### config.mk
export PLATFORM = sky130hd
export DESIGN_NAME = crc16_word_step
export DESIGN_NICKNAME = d
export VERILOG_FILES = /design/src/rtl/udma_crc_pkg.sv /design/src/rtl/crc16_word_step.sv
export SDC_FILE = /design/constraint.sdc
export NUM_CORES = 1
export LEC_CHECK = 0
export ABC_AREA = 0
export BUFFER_PORTS_ARGS = -buffer_cell sky130_fd_sc_hd__buf_2
export CAP_MARGIN = 20
export CORE_MARGIN = 4
export CORE_UTILIZATION = 42
export DETAILED_ROUTE_END_ITERATION = 6
export PLACE_DENSITY = 0.93
export SYNTH_ARGS = -nofsm -noshare
export SYNTH_HDL_FRONTEND = slang
export SYNTH_SLANG_ARGS = --single-unit
### constraint.sdc
create_clock -name vclk -period 2.95
set_input_delay 0.1475 -clock vclk [all_inputs]
set_output_delay 0.1475 -clock vclk [all_outputs]
set_load 0.005 [all_outputs]
### src/rtl/udma_crc_pkg.sv
// udma_crc_pkg: shared CRC-16 (x^16+x^12+x^5+1) constants, checker state type and word step function.
package udma_crc_pkg;
    localparam logic [15:0] CRC16_POLY    = 16'h1021;
    localparam logic [15:0] UDMA_CRC_SEED = 16'h4ABA;

    typedef enum logic [1:0] {IDLE, ACTIVE, CHECK} crc_state_e;

    // Word data enters LSB first; the loop unrolls into a single XOR network.
    function automatic logic [15:0] crc16_next(input logic [15:0] crc, input logic [15:0] data);
        logic [15:0] c;
        logic        fb;
        c = crc;
        for (int i = 0; i < 16; i++) begin
            fb = data[i] ^ c[15];
            c  = {c[14:0], 1'b0} ^ (fb ? CRC16_POLY : 16'h0000);
        end
        return c;
    endfunction
endpackage

### src/rtl/crc16_word_step.sv
// crc16_word_step: combinational one-word CRC-16 update, shared by the UDMA receive checker and transmit generator.
module crc16_word_step
    import udma_crc_pkg::*;
(
    input  logic [15:0] crc_i,
    input  logic [15:0] data_i,
    output logic [15:0] crc_o
);
    assign crc_o = crc16_next(crc_i, data_i);
endmodule

==> results of run 1 <==
[metrics by stage]
stage / power (mW) / hold slack, ns / cell area, um^2 / setup slack [ns] / utilization
4_1_cts: 0.484 / 0.732 / 811 / 1.04 / 0.692
2_1_floorplan: 0.300 / 0.503 / 553 / 1.36 / -
5_1_grt: 0.524 / 0.769 / 811 / 0.941 / 0.692
6_report: 0.475 / 0.724 / 811 / 1.05 / 0.692
3_5_place_dp: 0.479 / 0.732 / 811 / 1.06 / 0.692
3_3_place_gp: 0.480 / 0.725 / 811 / 1.14 / 0.692
[worst max-delay path by stage]
stage / to
after detailed placement: crc_o[8]
final: crc_o[15]
after global routing: crc_o[8]
after global placement: crc_o[15]
after floorplan: crc_o[8]
after CTS: crc_o[15]
[critical path, cell delays in order]
cell,delay (ns)
buf_2,0.11
xor2_2,0.30
xor3_2,0.54
xnor2_1,0.35
xnor2_1,0.16
buf_2,0.14
[synthesized netlist by cell type, drive strengths merged]
library cell  count
xnor2            34
xnor3             3
xor3              2
xor2             11
[routing by layer]
layer  routed length [um]  vias up  part of all wire
met2                  615       28              0.51
met3                  132        0              0.11
met5                    0        -                 0
li1                     -      250                 -
met4                    0        0                 0
met1                  453      204              0.38
[kinds of logic (layout without fill, tap and decap cells)]
family	count (synthesis)	in the layout	synth area share
xor gates and xnor gates	50	50	1.00
buffers and inverters	0	48	0
[cell type report]
cell class / instances / area (um^2)
timing repair buffer: 48 / 240
tap: 14 / 17.5
multi-input combinational: 50 / 553
fill: 96 / 360
[power by group]
group | total, mW | switching, mW | internal [mW]
combinational | 0.475 | 0.205 | 0.270
sequential | 0 | 0 | 0
clock | 0 | 0 | 0
==> results.toml, run 1 <==
[run_status]
status = "completed"

[worst_setup_path]
required_ns = 2.80
criticalPathCategory = "in -> out"
crit_arrival_ns = 1.75
cp_max_fo = 5
cp-end-kind = "primary output"
crit_path_start = "crc_i[15]"
worstSetupStartpointType = "primary input"

[synthesis]
ys_warn_count = 0
netlist_instances = 50
synth_top_area_frac = 0.507
syn_nets = 82
ys_types = 9
syn_area_per_cell_um2 = 11.1
synth.area.top_cells = "xnor2_1 (51%), xor2_1 (14%), xnor3_1 (8.1%)"
yosysSeqAreaShare = 0
netlist_area_um2 = 553
yosysTopAreaCell = "xnor2_1"

[die]
die_y_um = 44.3
die_area_um2 = 1960
row_count = 12
core-area_um2 = 1170
io_pins = 48
chipWidth_um = 44.3
start_util = 0.472

[final_layout]
seq_cell_count = 0
nNetsFinal = 132
fin_cells = 112
seq_area_um2 = 0
clock_buffers = 0
area_growth_pct = 46.6
drive_gt1_frac = 0.551
final_common_cell = "buf_2"
diodes = 0
layout_common_cells = "buf_2 (48), xnor2_1 (32), xor2_1 (9)"

[route]
routedWlPerCell_um = 10.7
drtIter0Drc = 3
vias = 482
via_per_inst = 4.30
drtPass1Iterations = 2
antenna_left = 0
drt_wl_total_um = 1200
drc = 0

[timing]
finalCritPeriodShare = 0.643
period_minus_slack_ns = 1.90
max_freq_mhz = 527
setup_tns_ns = 0
setup_violations = 0
worst_slew_pin_slew_ns = 0.431
hold_viol = 0
rsz0062_at_grt = "no"
maxSlewViolCount = 0
slew_headroom = 0.710

[global_route]
antenna_found_initial = 0
met1_usage = 0.149
met2_usage = 0.235
grt_pass1_wl_um = 1880
grt_max_degree = 6
grtUsageTotal = 0.121
use_met3 = 0.0122
grt_remaining_overflow = 0
grt_pass1_vias = 496
top_usage_layer = "met2"

[cts]
post_cts_buffers = 0
cts-resized-gates = 0
holdBufCountCts = 0

[min_path]
hp-class = "in -> out"
hp-start = "data_i[7]"
hold_path_depth = 4
hold_end = "crc_o[12]"

[power]
vdd_drop_max_mv = 0.348
power.density_nw_per_um2 = 586
p_leak_nw = 0.399

[placed_design]
gp_congestion = 0.646
hpwl_um = 1130
port_buffers = 48
dp.cells = 112

[job]
maxCapViolCount = 0
Power figures use the tool's default switching activity.
==> run 2, diff against run 1 <==
--- a/config.mk
+++ b/config.mk
@@ -9,9 +9,9 @@
 export BUFFER_PORTS_ARGS = -buffer_cell sky130_fd_sc_hd__buf_2
 export CAP_MARGIN = 20
 export CORE_MARGIN = 4
-export CORE_UTILIZATION = 42
+export CORE_UTILIZATION = 41
 export DETAILED_ROUTE_END_ITERATION = 6
-export PLACE_DENSITY = 0.93
+export PLACE_DENSITY = 0.91
 export SYNTH_ARGS = -nofsm -noshare
 export SYNTH_HDL_FRONTEND = slang
 export SYNTH_SLANG_ARGS = --single-unit
==> constraint.sdc (replaced) <==
create_clock -name vclk -period 2
set_input_delay 0.1 -clock vclk [all_inputs]
set_output_delay 0.1 -clock vclk [all_outputs]
set_load 0.005 [all_outputs]
==> run 2 against run 1 <==
Routed wire length rose by 2.5%. Critical path depth did not move. Highest routed layer unchanged. Count of clock-buffer cells in the layout did not move. Largest power group unchanged. Largest cell class unchanged. Sequential share of layout area did not move.
==> results.toml, run 2 (same netlist as run 1, synthesis figures left out) <==
[final_layout]
final_common_cell = "buf_2"
layout_common_cells = "buf_2 (48), xnor2_1 (32), xor2_1 (9)"
multi_input_area_um2 = 553
area_growth_pct = 50.7
utilization = 0.703
seq_cell_count = 0
drive_gt1_frac = 0.564
clock_buffers = 0
nNetsFinal = 135
fin_cells = 115
diodes = 0
n_fill_cell = 110
seq_area_um2 = 0

[global_route]
grt_max_degree = 6
grt_remaining_overflow = 0
grt_pass1_wl_um = 1930
antenna_found_initial = 0
grt_pass1_vias = 488
grtUsageTotal = 0.121

[power]
p_leak_nw = 0.414
power.density_nw_per_um2 = 858
p_total_uw = 715
vdd_drop_max_mv = 0.513

[cts]
holdBufCountCts = 0
post_cts_buffers = 0
cts-resized-gates = 0

[route]
vias = 503
drtPass1Iterations = 2
antenna_left = 0
via_per_inst = 4.37
drt_wl_total_um = 1230
routedWlPerCell_um = 10.7
drtIter0Drc = 2
drc = 0

[timing]
max_freq_mhz = 571
slew_headroom = 0.732
rsz0062_at_grt = "no"
maxSlewViolCount = 0
timing.hold.ws_ns = 0.645
setup_tns_ns = 0
hold_viol = 0
finalCritPeriodShare = 0.876
period_minus_slack_ns = 1.75
worst_slew_pin_slew_ns = 0.400
setup_violations = 0

[die]
die_y_um = 44.7
core-area_um2 = 1190
row_count = 12
io_pins = 48
start_util = 0.466
die_area_um2 = 2000
chipWidth_um = 44.7

[worst_setup_path]
worstSetupStartpointType = "primary input"
crit_path_start = "crc_i[15]"
endpoint = "crc_o[8]"
required_ns = 1.90
cp-end-kind = "primary output"
criticalPathCategory = "in -> out"
crit_arrival_ns = 1.65
cp_max_fo = 5

[run_status]
status = "completed"

[job]
maxCapViolCount = 0

[placed_design]
dp.cells = 115
hpwl_um = 1190
gp_congestion = 0.647
port_buffers = 48

[min_path]
hold_path_depth = 4
hp-class = "in -> out"
run 2: cell types whose count changed in the layout (fill, tap and decap cells not counted), sizes merged:
cell,change
buf,+3
run 2: metal layers:
| metal | up-vias | global-route usage | part of all wire |
|---|---|---|---|
| met2 | 26 | 0.261 | 0.55 |
| met5 | - | 0 | 0 |
| met4 | 0 | 0 | 0 |
| met1 | 218 | 0.131 | 0.34 |
| li1 | 259 | - | - |
| met3 | 0 | 0.00797 | 0.11 |
run 2: worst min-delay path by stage:
stage	start	slack [ns]	endpoint
global route	data_i[7]	0.66	crc_o[12]
CTS	data_i[7]	0.65	crc_o[12]
global placement	data_i[7]	0.63	crc_o[12]
floorplan	data_i[7]	0.41	crc_o[12]
finish	data_i[7]	0.65	crc_o[12]
detailed placement	data_i[7]	0.65	crc_o[12]
run 2: cell type report:
class / count / area share
Tap cell: 14 / 0.0210
Timing Repair Buffer: 51 / 0.315
Multi-Input combinational cell: 50 / 0.664
run 2: stage by stage:
step / worst slack [ns] / instance area, um^2
floorplan: 0.501 / 553
global placement: 0.283 / 833
detailed placement: 0.238 / 833
CTS: 0.224 / 833
global route: 0.0943 / 833
finish: 0.248 / 833
run 2: critical path, cell delays in order:
cell     delay (ns)
buf_2          0.11
xor2_2         0.29
xor3_2         0.54
xnor2_1        0.31
xor2_1         0.17
buf_2          0.13
run 2: report_power, final:
group | total [mW] | switching (mW) | leakage, nW | internal (mW)
combinational | 0.715 | 0.307 | 0.414 | 0.408
clock | 0 | 0 | 0 | 0
sequential | 0 | 0 | 0 | 0
